$ cat src/rtl/countdown_timer_pkg.sv
// Shared state encoding and defaults for the countdown timer and its prescaler.
package countdown_timer_pkg;

  typedef enum logic [1:0] {
    ST_IDLE  = 2'd0,
    ST_RUN   = 2'd1,
    ST_PAUSE = 2'd2,
    ST_DONE  = 2'd3
  } state_t;

  localparam int DIV_DEFAULT = 1000;

endpackage

$ cat src/rtl/countdown_timer_tick_divider.sv
// Prescaler: counts DIV-1 down to 0 while enabled and emits a one-cycle tick at 0.
module tick_divider #(
  parameter int DIV = 1000
) (
  input  logic clk,
  input  logic reset,
  input  logic en,
  input  logic clr,
  output logic tick
);

  localparam int CW = (DIV > 1) ? $clog2(DIV) : 1;
  localparam logic [CW-1:0] TOP = CW'(DIV - 1);

  logic [CW-1:0] cnt;

  // Disabled cycles hold the phase, so a pause resumes mid-period.
  assign tick = en && (cnt == '0);

  always_ff @(posedge clk or negedge reset) begin
    if (!reset)            cnt <= TOP;
    else if (clr || tick)  cnt <= TOP;
    else if (en)           cnt <= cnt - 1'b1;
  end

endmodule

$ cat src/rtl/countdown_timer.sv
// Loadable down counter with run/pause control; stops at zero and flags completion.
module countdown_timer
  import countdown_timer_pkg::*;
#(
  parameter int WIDTH = 4,
  parameter int DIV   = DIV_DEFAULT
) (
  input  logic             clk,
  input  logic             reset,
  input  logic             load,
  input  logic [WIDTH-1:0] load_val,
  input  logic             start_stop,
  output logic [WIDTH-1:0] count,
  output logic             running,
  output logic             done,
  output logic             done_pulse
);

  state_t           state, state_n;
  logic [WIDTH-1:0] count_n;
  logic             pulse_n;
  logic             tick, presc_en, presc_clr;

  // A start_stop or load in RUN steals the cycle from the prescaler.
  assign presc_en  = (state == ST_RUN) && !start_stop && !load;
  assign presc_clr = load || (state == ST_IDLE) || (state == ST_DONE);

  tick_divider #(.DIV(DIV)) u_div (
    .clk   (clk),
    .reset (reset),
    .en    (presc_en),
    .clr   (presc_clr),
    .tick  (tick)
  );

  always_ff @(posedge clk or negedge reset) begin
    if (!reset) begin
      state      <= ST_IDLE;
      count      <= '0;
      done_pulse <= 1'b0;
    end else begin
      state      <= state_n;
      count      <= count_n;
      done_pulse <= pulse_n;
    end
  end

  always_comb begin
    state_n = state;
    count_n = count;
    pulse_n = 1'b0;
    if (load) begin
      state_n = ST_IDLE;
      count_n = load_val;
    end else begin
      case (state)
        ST_IDLE: begin
          if (start_stop) begin
            if (count != '0) state_n = ST_RUN;
            else begin
              state_n = ST_DONE;
              pulse_n = 1'b1;
            end
          end
        end
        ST_RUN: begin
          if (start_stop) state_n = ST_PAUSE;
          else if (tick && count != '0) begin
            count_n = count - 1'b1;
            if (count == WIDTH'(1)) begin
              state_n = ST_DONE;
              pulse_n = 1'b1;
            end
          end
        end
        ST_PAUSE: begin
          if (start_stop) state_n = ST_RUN;
        end
        ST_DONE: begin
          count_n = '0;
          if (start_stop) state_n = ST_IDLE;
        end
        default: state_n = ST_IDLE;
      endcase
    end
  end

  assign running = (state == ST_RUN);
  assign done    = (state == ST_DONE);

endmodule

$ cat config.mk
export PLATFORM = sky130hd
export DESIGN_NAME = countdown_timer
export DESIGN_NICKNAME = d
export VERILOG_FILES = /design/src/rtl/countdown_timer_pkg.sv /design/src/rtl/countdown_timer_tick_divider.sv /design/src/rtl/countdown_timer.sv
export SDC_FILE = /design/constraint.sdc
export NUM_CORES = 1
export LEC_CHECK = 0
export ABC_CLOCK_PERIOD_IN_PS = 3600
export CORE_ASPECT_RATIO = 0.6
export CORE_MARGIN = 5
export CORE_UTILIZATION = 49
export DETAILED_ROUTE_END_ITERATION = 10
export PLACE_DENSITY = 0.72
export SLEW_MARGIN = 20
export SYNTH_ARGS = -nofsm -noshare
export SYNTH_HDL_FRONTEND = slang
export SYNTH_HIERARCHICAL = 1
export SYNTH_SLANG_ARGS = --single-unit
$ cat constraint.sdc
create_clock -name clk -period 3.6 [get_ports clk]
set_clock_uncertainty 0.1 [all_clocks]
set_input_delay 1.08 -clock clk [delete_from_list [all_inputs] [get_ports clk]]
set_output_delay 1.08 -clock clk [all_outputs]
set_load 0.02 [all_outputs]
==> flow_summary.yaml, run 1 <==
clock_tree:
  clockRootBuffer: "clkbuf_8"
  cts.sinks: 17
  clk_latency_ns: 0.26
  cts_buffer_depth: 2
  clk_pin_slew_ns: 0.07
  postCtsHoldBufs: 0
  cts_tree: "yes"
  cts_resized: 0
  post_cts_buffers: 0
  cts_buffers: 3
  htree_levels: 1
route:
  routed_wl_um: 2540
  vias: 958
  met1_length_um: 1310
  first_iter_violations: 39
  wl_met2_um: 1060
  wl_met3_um: 153
  detail-route-antenna-nets: 0
  drc: 0
  via_per_inst: 5.99
  wl_per_cell_um: 15.9
  drt-pass1-iter-count: 4
  top_layer_used: "met4"
logic_synthesis:
  netlist_instances: 115
  synth_edf_count: 0
  syn_nets: 128
  synth_cell_type_count: 51
  synth-main-ff-cell: "dfrtp_1"
  syn_area_sq_um: 1120
  synth-seq-area-share_pct: 38.7
  ys_warn_count: 6
  async_flop_share_pct: 100
  ys_seq_elements: 17
  avgSynthCellArea_sq_um: 9.78
power:
  p_per_area_nw_per_um2: 323
  peakVddDrop_uv: 196
  p_leak_nw: 0.551
place:
  dp_hpwl_um: 1920
  dp_cells: 156
  pre_cts_slack_ns: 0.292
  gp_congestion: 0.855
  io_buffers: 14
grt:
  grtUsageTotal_pct: 16.7
  grt_pass1_wl_um: 4180
  grt-ovfl-total: 0
  grt_max_degree: 18
  grt_pass1_vias: 878
  antenna_found_initial: 0
flow_run:
  cap_violations: 0
final_layout:
  syn_to_final_growth_pct: 18.8
  multi_input_area_sq_um: 622
  nNetsFinal: 144
  layout.cells.non_filler: 160
  antenna_cells_inserted: 0
  fill_cells: 196
  regArea_sq_um: 435
  layout-drive-gt1-share_pct: 16.2
floorplan:
  rows: 13
  core_sq_um: 2180
  boundaryPins: 15
  start_util_pct: 51.6
  die_h_um: 47.1
  die_x_um: 71.9
  die-area_sq_um: 3390
timing:
  drv_slew: 0
  setup_viol: 0
  fin_tns_setup_ns: 0
  rsz0062_at_grt: "no"
  setup_slack_ns: 0.556
  finalCritPeriodShare_pct: 84.6
  layout_min_cycle_time_ns: 3.04
  worst_pin_slew_ns: 0.758
  max_slew_margin_pct: 49.3
  whs_ns: 0.439
  max_freq_mhz: 328
  finalHoldViolCount: 0
worst_setup_path:
  crit_fanout: 8
  critPathLaunchType: "primary input"
  critPathArrivalTime_ns: 3.09
  reg2reg_to: "count[3]"
  worstReg2RegStart: "state[0]"
  ff2ff_path_depth: 8
  cpPeakStageDelay_ns: 0.41
  end_kind: "register"
  critPathRequiredTime_ns: 3.65
  worstPathCellList: "clkdlybuf4s50_1 -> nor4_1 -> buf_4 -> nor2b_1 -> and3_1 -> and3b_1 -> a2111oi_0 -> a211o_1"
  critical-path-slowest-cell: "clkdlybuf4s50_1"
  rrSetupSlack_ns: 1.23
  critical_path_class: "primary input to register"
worst_hold_path:
  min_to: "u_div/cnt[5]"
  hold_start: "u_div/cnt[5]"
  min_path_cells: 2
  hold_path_class: "register to register"
status:
  status: "complete, no violations"
-- kinds of logic after synthesis --
| kind of cell | count (synthesis) | synth area share, % |
|---|---|---|
| buffers and inverters | 14 | 6.01 |
| adder cells (fa/ha/maj) | 5 | 5.56 |
| AO/OA/AOI/OAI | 24 | 17.7 |
| AND/OR/NAND/NOR | 51 | 28.9 |
| flip-flops | 17 | 38.7 |
| XOR/XNOR | 4 | 3.12 |
-- cells in the mapped netlist, drive strengths merged, types with 3 or more instances --
cell | n | area (sq um)
dfrtp | 9 | 225
nand4b | 3 | 26.3
nand3 | 3 | 15.0
buf | 5 | 27.5
a32oi | 3 | 26.3
nor2b | 6 | 37.5
nand2 | 9 | 33.8
inv | 7 | 26.3
nor2 | 9 | 33.8
and3 | 3 | 20.0
ha | 5 | 62.6
dfstp | 8 | 210
-- through the flow --
stage	util [%]	power [W]	instance area (sq um)
2_1_floorplan	-	0.000255	1120
3_3_place_gp	59.2	0.000286	1290
3_5_place_dp	59.2	0.000289	1290
4_1_cts	61.3	0.000435	1340
5_1_grt	61.3	0.000452	1340
6_report	61.3	0.000432	1340
-- area by class of cell --
| cell class | count | share of cell area, % |
|---|---|---|
| inverter | 7 | 1.97 |
| sequential | 17 | 32.6 |
| timing repair buffer | 18 | 12.7 |
| multi-input combinational | 84 | 46.5 |
| tap | 30 | 2.81 |
| clock buffer | 4 | 3.37 |
-- cell usage in the layout (no fill, tap or decap), drive strengths merged, types with 3 or more instances in the layout --
master,synthesis,layout
nand2,9,9
dfstp,8,8
inv,7,7
and3,3,3
buf,5,4
nor2b,6,6
clkdlybuf4s50,0,14
nand4b,3,3
dfrtp,9,9
nand3,3,3
ha,5,5
clkbuf,1,4
nor2,9,9
a32oi,3,3
-- state kept, by name (all words and copies together) (netlist names) --
signal,flops
count,4
done_pulse,1
state,2
u_div/cnt,10
-- power by group --
part / leakage, nW / internal, W / switching, W
clock: 0.0228 / 0.0000787 / 0.0000673
combinational: 0.327 / 0.0000361 / 0.0000402
sequential: 0.201 / 0.000198 / 0.0000114
total: 0.551 / 0.000313 / 0.000119
-- metal layers --
metal | vias to the layer above | track usage [%]
li1 | 455 | -
met1 | 471 | 23.5
met2 | 29 | 25.2
met3 | 3 | 5.77
met4 | 0 | 3.37
met5 | - | 0
-- how the worst max path moves through the flow --
stage,from,endpoint,slack (ns),cells after the start
3_3_place_gp,load,count[3],0.34,8
2_1_floorplan,load,count[3],0.42,10
4_1_cts,load,count[3],0.58,8
6_report,load,count[3],0.56,8
5_1_grt,load,count[3],0.39,8
3_5_place_dp,load,count[3],0.29,8
-- worst max-delay path, delay by kind of cell --
family          cells  cell delay, ns
compound gates      2            0.43
buf+inv             2            0.61
simple gates        4            0.98
(Power assumes the default switching activity.)
==> run 2: changes to the inputs <==
- ABC_CLOCK_PERIOD_IN_PS: 3600 -> 3130
- clock period: 3.6 -> 3.13 ns (I/O delays scaled with it)
==> run 2 against run 1 <==
  * Non-clock buffer count is 1 higher
  * Hold slack worse by 0.0032 ns
  * Die area stayed put
  * Sequential share of layout area is 0.18 points lower
  * Global-route usage is 1.1 points higher
  * Count of clock-buffer cells in the layout stayed put
  * Total power is 14% higher
  * Critical path type unchanged
  * Clock power is 12% higher
  * Cell count is 0.63% higher
  * Highest routed layer unchanged
  * Critical path depth stayed put
  * Combinational power is 17% higher
  * Sequential power is 15% higher
==> flow_summary.yaml, run 2 (synthesized netlist as in run 1, its figures left out) <==
clock_tree:
  post_cts_buffers: 0
  cts.sinks: 17
  clk_latency_ns: 0.25
  cts_resized: 0
  clk_pin_slew_ns: 0.06
  cts_buffer_depth: 2
  postCtsHoldBufs: 0
  clockRootBuffer: "clkbuf_8"
  htree_levels: 1
  cts_tree: "yes"
  cts_buffers: 3
timing:
  setup_viol: 0
  layout_min_cycle_time_ns: 2.93
  finalCritPeriodShare_pct: 93.5
  max_slew_margin_pct: 47.2
  max_freq_mhz: 342
  drv_slew: 0
  rsz0062_at_grt: "no"
  fin_tns_setup_ns: 0
  worst_pin_slew_ns: 0.790
  finalHoldViolCount: 0
worst_setup_path:
  ff2ff_path_depth: 8
  end_kind: "register"
  crit_fanout: 8
  critPathLaunchType: "primary input"
  critPathArrivalTime_ns: 2.95
  critPathRequiredTime_ns: 3.15
  critical_path_class: "primary input to register"
final_layout:
  regMostFlops: "u_div/cnt"
  largest_register_ffs: 10
  fill_cells: 193
  layout.cells.non_filler: 161
  multi_input_area_sq_um: 622
  nNetsFinal: 145
  antenna_cells_inserted: 0
  layout-drive-gt1-share_pct: 16.8
  regArea_sq_um: 435
  final_common_cell: "clkdlybuf4s50_1"
  layout_common_cells: "clkdlybuf4s50_1 (14), nand2_1 (9), nor2_1 (9), dfrtp_1 (9), dfstp_2 (8)"
  syn_to_final_growth_pct: 19.5
  reg.largest.list: "u_div/cnt: 10 flops, count: 4 flops, state: 2 flops"
grt:
  grtUsageTotal_pct: 17.8
  grt-ovfl-total: 0
  antenna_found_initial: 0
  grt_pass1_vias: 912
  grt_pass1_wl_um: 4440
  grt_max_degree: 18
route:
  drc: 0
  wl_per_cell_um: 16.3
  first_iter_violations: 30
  routed_wl_um: 2630
  via_per_inst: 5.94
  detail-route-antenna-nets: 0
  vias: 956
  drt-pass1-iter-count: 4
status:
  status: "complete, no violations"
power:
  peakVddDrop_uv: 248
  p_leak_nw: 0.557
  p_per_area_nw_per_um2: 367
place:
  dp_cells: 157
  gp_congestion: 0.873
  io_buffers: 14
  dp_hpwl_um: 1950
floorplan:
  die_x_um: 71.9
  start_util_pct: 51.6
  die_h_um: 47.1
  core_sq_um: 2180
  rows: 13
  boundaryPins: 15
  die-area_sq_um: 3390
worst_hold_path:
  hold_path_class: "register to register"
  min_path_cells: 2
flow_run:
  cap_violations: 0
[run 2: changes by cell type in the layout (fill, tap and decap cells not counted)]
| cell | delta |
|---|---|
| buf_4 | +1 |
[run 2: per-layer routing]
metal	wire (um)	up-vias	GRT usage, %
met5	0	-	0
met4	13	0	4.12
met3	224	2	8.12
met2	1130	34	27.7
met1	1260	456	22.9
li1	-	464	-
[run 2: worst paths after layout]
check	startpoint	to	slack (ns)
worst max-delay path	load	done_pulse	0.20
worst min-delay path	u_div/cnt[5]	u_div/cnt[5]	0.44
worst max register to register	state[0]	done_pulse	0.73
worst min register to register	u_div/cnt[5]	u_div/cnt[5]	0.44
max in group asynchronous	reset	count[3]	1.39
min in group asynchronous	reset	u_div/cnt[4]	1.05
[run 2: critical path: stages]
cell and delay (ns):
clkdlybuf4s50_1 0.42, nor4_1 0.28, buf_4 0.20, nor2b_1 0.17
and3_1 0.20, and3b_1 0.31, a32oi_1 0.10, nor4b_1 0.33
[run 2: cell type report]
cell class                      instances  area share (%)
Multi-Input combinational cell         84            46.3
Sequential cell                        17            32.4
Timing Repair Buffer                   19            13.2
Clock buffer                            4            3.35
Tap cell                               30            2.79
Inverter                                7            1.96
[run 2: where the power goes]
group          total (W)  internal [W]  switching (W)
Combinational  0.0000893     0.0000416      0.0000478
Clock           0.000163     0.0000902      0.0000725
Sequential      0.000241      0.000228      0.0000128
Total           0.000493      0.000360       0.000133
[run 2: per-stage QoR]
step	power, W	area, sq um	hold slack (ns)	worst slack, ns	utilization, %
2_1_floorplan	0.000293	1120	0.402	0.0927	-
3_3_place_gp	0.000329	1300	0.412	0.0765	59.6
3_5_place_dp	0.000333	1300	0.434	0.0217	59.6
4_1_cts	0.000499	1340	0.438	0.256	61.7
5_1_grt	0.000526	1340	0.477	0.0410	61.7
6_report	0.000493	1340	0.436	0.204	61.7
==> run 3: changes to the inputs <==
- ABC_CLOCK_PERIOD_IN_PS: 3130 -> unset
==> results of run 3 <==
The final DEF is identical to that of run 2; final timing and power are the same.
